<file path="src/rtl/riscv_pkg.sv">
// Shared definitions for the RV32 pipeline: default widths, ALU op codes, result-select
// encodings and forwarding-mux selects.
package riscv_pkg;

    localparam int unsigned XLEN_DEFAULT    = 32;
    localparam int unsigned RADDR_W_DEFAULT = 5;

    localparam logic [2:0] ALU_ADD = 3'b000;
    localparam logic [2:0] ALU_SUB = 3'b001;
    localparam logic [2:0] ALU_AND = 3'b010;
    localparam logic [2:0] ALU_OR  = 3'b011;
    localparam logic [2:0] ALU_SLT = 3'b101;

    localparam logic [1:0] RES_ALU = 2'b00;
    localparam logic [1:0] RES_MEM = 2'b01;
    localparam logic [1:0] RES_PC4 = 2'b10;

    typedef enum logic [1:0] {
        FwdReg = 2'b00,
        FwdWb  = 2'b01,
        FwdMem = 2'b10
    } fwd_sel_e;

endpackage

</file>
<file path="src/rtl/alu.sv">
// Combinational XLEN-bit ALU: add/sub/and/or/slt with a zero flag; unused codes give 0.
module alu
    import riscv_pkg::*;
#(
    parameter int unsigned XLEN = XLEN_DEFAULT
) (
    input  logic [XLEN-1:0] A,
    input  logic [XLEN-1:0] B,
    input  logic [2:0]      ALU_CONTROL,
    output logic [XLEN-1:0] RESULT,
    output logic            ZERO
);

    logic slt;

    assign slt = $signed(A) < $signed(B);

    always_comb begin
        RESULT = '0;
        case (ALU_CONTROL)
            ALU_ADD: RESULT = A + B;
            ALU_SUB: RESULT = A - B;
            ALU_AND: RESULT = A & B;
            ALU_OR:  RESULT = A | B;
            ALU_SLT: RESULT = {{(XLEN-1){1'b0}}, slt};
            default: RESULT = '0;
        endcase
    end

    assign ZERO = (RESULT == '0);

endmodule

</file>
<file path="src/rtl/ex_stage.sv">
// Execute stage: ID/EX register, operand forwarding, ALU, branch resolution, EX/MEM register.
// Define EX_FWD_EN to build the MEM/WB forwarding muxes; otherwise operands come from ID/EX.
module ex_stage
    import riscv_pkg::*;
#(
    parameter int unsigned XLEN    = XLEN_DEFAULT,
    parameter int unsigned RADDR_W = RADDR_W_DEFAULT
) (
    input  logic               CLK,
    input  logic               RST,
    input  logic               STALL_E,
    input  logic               FLUSH_E,
    input  logic               VALID_D,
    input  logic [2:0]         ALU_CONTROL_D,
    input  logic               ALU_SRC_D,
    input  logic               REG_WRITE_D,
    input  logic               MEM_WRITE_D,
    input  logic               BRANCH_D,
    input  logic               JUMP_D,
    input  logic [1:0]         RESULT_SRC_D,
    input  logic [XLEN-1:0]    RD1_D,
    input  logic [XLEN-1:0]    RD2_D,
    input  logic [XLEN-1:0]    IMM_EXT_D,
    input  logic [XLEN-1:0]    PC_D,
    input  logic [XLEN-1:0]    PC_PLUS4_D,
    input  logic [RADDR_W-1:0] RS1_D,
    input  logic [RADDR_W-1:0] RS2_D,
    input  logic [RADDR_W-1:0] RD_D,
    input  logic [XLEN-1:0]    RESULT_W,
    input  logic [RADDR_W-1:0] RD_W,
    input  logic               REG_WRITE_W,
    output logic               PC_SRC_E,
    output logic [XLEN-1:0]    PC_TARGET_E,
    output logic [RADDR_W-1:0] RS1_E,
    output logic [RADDR_W-1:0] RS2_E,
    output logic [RADDR_W-1:0] RD_E,
    output logic               RESULT_SRC_E0,
    output logic               VALID_M,
    output logic               REG_WRITE_M,
    output logic               MEM_WRITE_M,
    output logic [1:0]         RESULT_SRC_M,
    output logic [XLEN-1:0]    ALU_RESULT_M,
    output logic [XLEN-1:0]    WRITE_DATA_M,
    output logic [XLEN-1:0]    PC_PLUS4_M,
    output logic [RADDR_W-1:0] RD_M
);

    // ID/EX register
    logic               valid_e_q;
    logic [2:0]         alu_control_e_q;
    logic               alu_src_e_q;
    logic               reg_write_e_q;
    logic               mem_write_e_q;
    logic               branch_e_q;
    logic               jump_e_q;
    logic [1:0]         result_src_e_q;
    logic [XLEN-1:0]    rd1_e_q;
    logic [XLEN-1:0]    rd2_e_q;
    logic [XLEN-1:0]    imm_e_q;
    logic [XLEN-1:0]    pc_e_q;
    logic [XLEN-1:0]    pc_plus4_e_q;
    logic [RADDR_W-1:0] rs1_e_q;
    logic [RADDR_W-1:0] rs2_e_q;
    logic [RADDR_W-1:0] rd_e_q;

    // EX/MEM register
    logic               valid_m_q;
    logic               reg_write_m_q;
    logic               mem_write_m_q;
    logic [1:0]         result_src_m_q;
    logic [XLEN-1:0]    alu_result_m_q;
    logic [XLEN-1:0]    write_data_m_q;
    logic [XLEN-1:0]    pc_plus4_m_q;
    logic [RADDR_W-1:0] rd_m_q;

    logic [XLEN-1:0] src_a;
    logic [XLEN-1:0] src_b_reg;
    logic [XLEN-1:0] src_b;
    logic [XLEN-1:0] alu_result;
    logic            alu_zero;
    logic            issue_m;

    // A flush zeroes the whole entry, not just the controls, so bubbles look identical.
    always_ff @(posedge CLK) begin
        if (!RST || FLUSH_E) begin
            valid_e_q       <= 1'b0;
            alu_control_e_q <= '0;
            alu_src_e_q     <= 1'b0;
            reg_write_e_q   <= 1'b0;
            mem_write_e_q   <= 1'b0;
            branch_e_q      <= 1'b0;
            jump_e_q        <= 1'b0;
            result_src_e_q  <= '0;
            rd1_e_q         <= '0;
            rd2_e_q         <= '0;
            imm_e_q         <= '0;
            pc_e_q          <= '0;
            pc_plus4_e_q    <= '0;
            rs1_e_q         <= '0;
            rs2_e_q         <= '0;
            rd_e_q          <= '0;
        end else if (!STALL_E) begin
            valid_e_q       <= VALID_D;
            alu_control_e_q <= ALU_CONTROL_D;
            alu_src_e_q     <= ALU_SRC_D;
            reg_write_e_q   <= REG_WRITE_D;
            mem_write_e_q   <= MEM_WRITE_D;
            branch_e_q      <= BRANCH_D;
            jump_e_q        <= JUMP_D;
            result_src_e_q  <= RESULT_SRC_D;
            rd1_e_q         <= RD1_D;
            rd2_e_q         <= RD2_D;
            imm_e_q         <= IMM_EXT_D;
            pc_e_q          <= PC_D;
            pc_plus4_e_q    <= PC_PLUS4_D;
            rs1_e_q         <= RS1_D;
            rs2_e_q         <= RS2_D;
            rd_e_q          <= RD_D;
        end
    end

`ifdef EX_FWD_EN
    fwd_sel_e fwd_a_sel;
    fwd_sel_e fwd_b_sel;

    function automatic logic fwd_hit(input logic we, input logic [RADDR_W-1:0] rd,
                                     input logic [RADDR_W-1:0] rs);
        return we && (rd != '0) && (rd == rs);
    endfunction

    // MEM is younger than WB, so it takes priority.
    always_comb begin
        fwd_a_sel = FwdReg;
        fwd_b_sel = FwdReg;
        if (fwd_hit(reg_write_m_q, rd_m_q, rs1_e_q)) begin
            fwd_a_sel = FwdMem;
        end else if (fwd_hit(REG_WRITE_W, RD_W, rs1_e_q)) begin
            fwd_a_sel = FwdWb;
        end
        if (fwd_hit(reg_write_m_q, rd_m_q, rs2_e_q)) begin
            fwd_b_sel = FwdMem;
        end else if (fwd_hit(REG_WRITE_W, RD_W, rs2_e_q)) begin
            fwd_b_sel = FwdWb;
        end
    end

    always_comb begin
        src_a     = rd1_e_q;
        src_b_reg = rd2_e_q;
        unique case (fwd_a_sel)
            FwdMem:  src_a = alu_result_m_q;
            FwdWb:   src_a = RESULT_W;
            default: src_a = rd1_e_q;
        endcase
        unique case (fwd_b_sel)
            FwdMem:  src_b_reg = alu_result_m_q;
            FwdWb:   src_b_reg = RESULT_W;
            default: src_b_reg = rd2_e_q;
        endcase
    end
`else
    logic unused_wb;

    // Without forwarding the hazard unit stalls, so writeback inputs are not needed here.
    assign unused_wb = ^{RESULT_W, RD_W, REG_WRITE_W};
    assign src_a     = rd1_e_q;
    assign src_b_reg = rd2_e_q;
`endif

    assign src_b = alu_src_e_q ? imm_e_q : src_b_reg;

    alu #(
        .XLEN (XLEN)
    ) u_alu (
        .A           (src_a),
        .B           (src_b),
        .ALU_CONTROL (alu_control_e_q),
        .RESULT      (alu_result),
        .ZERO        (alu_zero)
    );

    // A stalled instruction stays in EX, so MEM sees a bubble rather than a duplicate.
    assign issue_m = valid_e_q & ~STALL_E;

    always_ff @(posedge CLK) begin
        if (!RST) begin
            valid_m_q      <= 1'b0;
            reg_write_m_q  <= 1'b0;
            mem_write_m_q  <= 1'b0;
            result_src_m_q <= '0;
            alu_result_m_q <= '0;
            write_data_m_q <= '0;
            pc_plus4_m_q   <= '0;
            rd_m_q         <= '0;
        end else begin
            valid_m_q      <= issue_m;
            reg_write_m_q  <= reg_write_e_q & ~STALL_E;
            mem_write_m_q  <= mem_write_e_q & ~STALL_E;
            result_src_m_q <= result_src_e_q;
            alu_result_m_q <= alu_result;
            write_data_m_q <= src_b_reg;
            pc_plus4_m_q   <= pc_plus4_e_q;
            rd_m_q         <= rd_e_q;
        end
    end

    assign PC_SRC_E      = valid_e_q & (jump_e_q | (branch_e_q & alu_zero));
    assign PC_TARGET_E   = pc_e_q + imm_e_q;
    assign RS1_E         = rs1_e_q;
    assign RS2_E         = rs2_e_q;
    assign RD_E          = rd_e_q;
    assign RESULT_SRC_E0 = result_src_e_q[0];

    assign VALID_M      = valid_m_q;
    assign REG_WRITE_M  = reg_write_m_q;
    assign MEM_WRITE_M  = mem_write_m_q;
    assign RESULT_SRC_M = result_src_m_q;
    assign ALU_RESULT_M = alu_result_m_q;
    assign WRITE_DATA_M = write_data_m_q;
    assign PC_PLUS4_M   = pc_plus4_m_q;
    assign RD_M         = rd_m_q;

endmodule

</file>
<file path="config.mk">
export PLATFORM = sky130hd
export DESIGN_NAME = ex_stage
export DESIGN_NICKNAME = d
export VERILOG_FILES = /design/src/rtl/riscv_pkg.sv /design/src/rtl/alu.sv /design/src/rtl/ex_stage.sv
export SDC_FILE = /design/constraint.sdc
export NUM_CORES = 1
export LEC_CHECK = 0
export BUFFER_PORTS_ARGS = -buffer_cell sky130_fd_sc_hd__buf_2
export CORE_MARGIN = 2
export CORE_UTILIZATION = 55
export CTS_CLUSTER_DIAMETER = 60
export DETAILED_ROUTE_END_ITERATION = 8
export PLACE_DENSITY = 0.81
export SYNTH_ARGS = -nofsm -noshare
export SYNTH_HDL_FRONTEND = slang
export SYNTH_HIERARCHICAL = 1
export SYNTH_SLANG_ARGS = --single-unit
</file>
<file path="constraint.sdc">
create_clock -name CLK -period 5.8 [get_ports CLK]
set_input_delay 0.29 -clock CLK [delete_from_list [all_inputs] [get_ports CLK]]
set_output_delay 0.29 -clock CLK [all_outputs]
set_load 0.03 [all_outputs]
</file>
==> flow_metrics.tcl <==
set metrics [dict create \
    hold_class "input port to flip-flop" \
    grt_pass1_wl_um 88500 \
    period_needed_ns 5.59 \
    cts.clk_slew.worst_paths_ns 0.07 \
    syn_area_sq_mm 0.0169 \
    status "finished clean" \
    final.fill_count 2080 \
    reg2reg_slack_ns 1.59 \
    rr_startpoint "alu_src_e_q" \
    nNetsFinal 2773 \
    clkLatencyLatePin_ns 0.58 \
    synth.ff_latch_count 292 \
    synth_top_family_by_area "simple AND/OR/NAND/NOR gates" \
    dp.cells 2580 \
    die_area_sq_mm 0.0321 \
    htree_levels 1 \
    layout-drive-gt1-share_pct 21.1 \
    ir_worst_vdd_mv 0.240 \
    wl_um 59400 \
    dpl-instance-area_sq_mm 0.0189 \
    hold_start "RD2_D[19]" \
    antenna_found_initial 3 \
    synth-seq-area-share_pct 34.6 \
    io_buffers 344 \
    swShare_pct 29.5 \
    synthAdderAreaFrac_pct 10.6 \
    crit_fanout 13 \
    area_growth_syn_to_layout_pct 29.6 \
    leakage_nw 10.3 \
    initial_core_util_pct 55.5 \
    dr.pass1.iters 6 \
    grt_max_degree 187 \
    tns_ns 0 \
    multiInputGateArea_sq_mm 0.0103 \
    drt_iter0_markers 1236 \
    die_y_um 179 \
    slew_violations 0 \
    numCtsBuffers 31 \
    ant_nets 0 \
    rr_endpoint "ALU_RESULT_M[31]" \
    ios 383 \
    clock.fmax_mhz 179 \
    synthMuxAreaShare_pct 13.5 \
    setup_violations 0 \
    crit_required_ns 5.51 \
    yosysMostFrequentCell "dfxtp_1" \
    synthTopCellsByCount "292 x dfxtp_1, 290 x nor2_1, 187 x mux2i_1" \
    synth.avg_cell_area_sq_um 8.75 \
    rsz0062_at_grt "no" \
    critPathCaptureType "primary output" \
    seq_area_sq_mm 0.00585 \
    die_w_um 179 \
    hold_violations 0 \
    synth_cell_type_count 95 \
    clockBufferDepth 3 \
    yosys.area.top_type "dfxtp_1" \
    p_seq_share_pct 40.8 \
    synth_flop_cell "dfxtp_1" \
    synth_edf_count 0 \
    post-route-period-util_pct 96.4 \
    viasPerCell 5.94 \
    cts_tree "yes" \
    final_core_util_pct 72.0 \
    clkPwrFrac_pct 39.2 \
    cts_root_buf "clkbuf_16" \
    power.switching_mw 1.53 \
    final_cells 2824 \
    cp-start-kind "flip-flop" \
    p_total_mw 5.20 \
    cts.sinks 292 \
    holdPathStages 3 \
    worstHoldEndpoint "rd2_e_q[19]" \
    dpl_worst_slack_ns 0.514 \
    timing_worst_slew_pin_value_ns 1.09 \
    hold_ws_ns 0.0477 \
    ys_top_cells_by_area "dfxtp_1 35%, mux2i_1 11%, ha_1 10%" \
    ys_async_sr_fraction_pct 0 \
    reg2regPathDepth 14 \
    core-area_sq_mm 0.0304 \
    p_int_mw 3.67 \
    ys_warn_count 6 \
    maxCapViolCount 0 \
    synth_compound_area_share_pct 15.6 \
    synthSimpleGateAreaFrac_pct 18.5 \
    syn_inst 1930 \
    grt_usage_pct 35.0 \
    power.density_mw_per_mm2 238 \
    synth_xor_area_share_pct 2.18 \
    worstSetupPathType "flip-flop to primary output" \
    syn-num-nets 2299 \
    comb_power_share_pct 19.9 \
    drc_errors 0 \
    max_slew_margin_pct 27.6 \
    grt_pass1_vias 16500 \
    skew_ns 0.0158 \
    dr_total_vias 16800 \
    rows 64 \
    overflow 0 \
    hpwl_um 37600 \
    critPathArrivalTime_ns 5.30 \
    gp_congestion 0.968 \
    fin_ws_ns 0.208 \
    yosysTopAreaCellShare_pct 34.6 \
    routedWlPerCell_um 21.0 \
    fin_area_sq_mm 0.0219 \
]
layer usage:
metal	part of all wire, %	global-route usage (%)	vias to the layer above	routed length, um
met5	0.022	0	-	13
met3	7.9	6.47	216	4670
li1	-	-	7713	-
met2	48	61.6	883	28600
met4	5.3	17.7	2	3130
met1	39	40.5	7949	23000
worst max path at each step:
stage,from,to,depth (start not counted)
2_1_floorplan,alu_src_e_q,PC_SRC_E,19
3_3_place_gp,alu_src_e_q,PC_SRC_E,17
3_5_place_dp,alu_src_e_q,PC_SRC_E,19
4_1_cts,alu_src_e_q,PC_SRC_E,17
5_1_grt,alu_src_e_q,PC_SRC_E,19
6_report,alu_src_e_q,PC_SRC_E,18
cells by family (layout without fill, tap and decap cells):
logic type	after synthesis	count (layout)
compound gates	375	375
flops	292	292
other cells	0	2
xor+xnor	42	42
simple gates	638	638
mux	223	223
fa+ha+maj	141	141
buf+inv	219	715
cell type report:
| type | count | area share, % |
|---|---|---|
| repair buffers | 553 | 17.3 |
| diodes | 2 | 0.0229 |
| clock buffers | 39 | 3.82 |
| inverters | 107 | 1.83 |
| clock inverters | 16 | 0.920 |
| flip-flops and latches | 292 | 26.7 |
| well taps | 396 | 2.26 |
| multi-input cells | 1419 | 47.2 |
sequential cells by signal, indices dropped and copies added, names as in the netlist, 2 cells and up:
register / cells
pc_e_q: 32
imm_e_q: 32
ALU_RESULT_M: 32
alu_control_e_q: 3
rd2_e_q: 32
RESULT_SRC_M: 2
pc_plus4_e_q: 32
RD_E: 5
RS2_E: 5
rd1_e_q: 32
WRITE_DATA_M: 32
PC_PLUS4_M: 32
result_src_e_q: 2
RS1_E: 5
RD_M: 5
layout by cell type, fill, tap and decap left out, drive strengths merged, types with 7 or more instances in the layout:
cell type	Yosys	layout
a211oi	19	19
a21o	28	28
a21oi	99	99
a221oi	11	11
a31o	8	8
a31oi	13	13
and2	116	116
and3	8	8
buf	15	372
clkbuf	97	39
clkinv	0	8
dfxtp	292	292
dlygate4sd3	0	181
ha	138	138
inv	107	111
mux2	35	35
mux2i	187	187
nand2	64	64
nand2b	17	17
nand3	29	29
nand4	18	18
nor2	292	292
nor2b	24	24
nor3	25	25
nor4	11	11
o211ai	18	18
o21a	9	9
o21ai	58	58
o21bai	8	8
o22ai	7	7
o31ai	15	15
xnor2	25	25
xor2	17	17
critical path: stages (launching register included):
cell,delay [ns]
dfxtp_4,0.44
buf_4,0.22
mux2_2,0.41
inv_1,0.16
ha_1,0.30
o21bai_1,0.22
o211ai_1,0.19
a21oi_2,0.29
o21ai_2,0.17
o21a_1,0.24
a221oi_1,0.33
o221ai_1,0.30
a2111oi_4,0.45
nand4b_1,0.15
nor4_1,0.18
and4b_1,0.28
a21oi_1,0.08
nor2b_1,0.11
buf_2,0.20
power groups by stage:
stage               Sequential, mW  Clock (mW)  Combinational, mW
floorplan                     2.20           0              0.555
global placement              2.16           0              0.867
detailed placement            2.16           0              0.880
CTS                           2.12        2.04              0.985
global route                  2.13        2.13               1.10
finish                        2.12        2.04               1.04
repair_timing:
| action | in CTS | in global routing |
|---|---|---|
| hold buffers | 181 | 0 |
| setup endpoints to repair | 1 | 1 |
| pin swaps | 0 | 7 |
| buffers inserted | 0 | 6 |
| resized for setup | 3 | 21 |
| endpoints found under the hold margin | 181 | 0 |
| gates cloned | 0 | 0 |
Note: power is estimated with default switching activity, not from simulation.
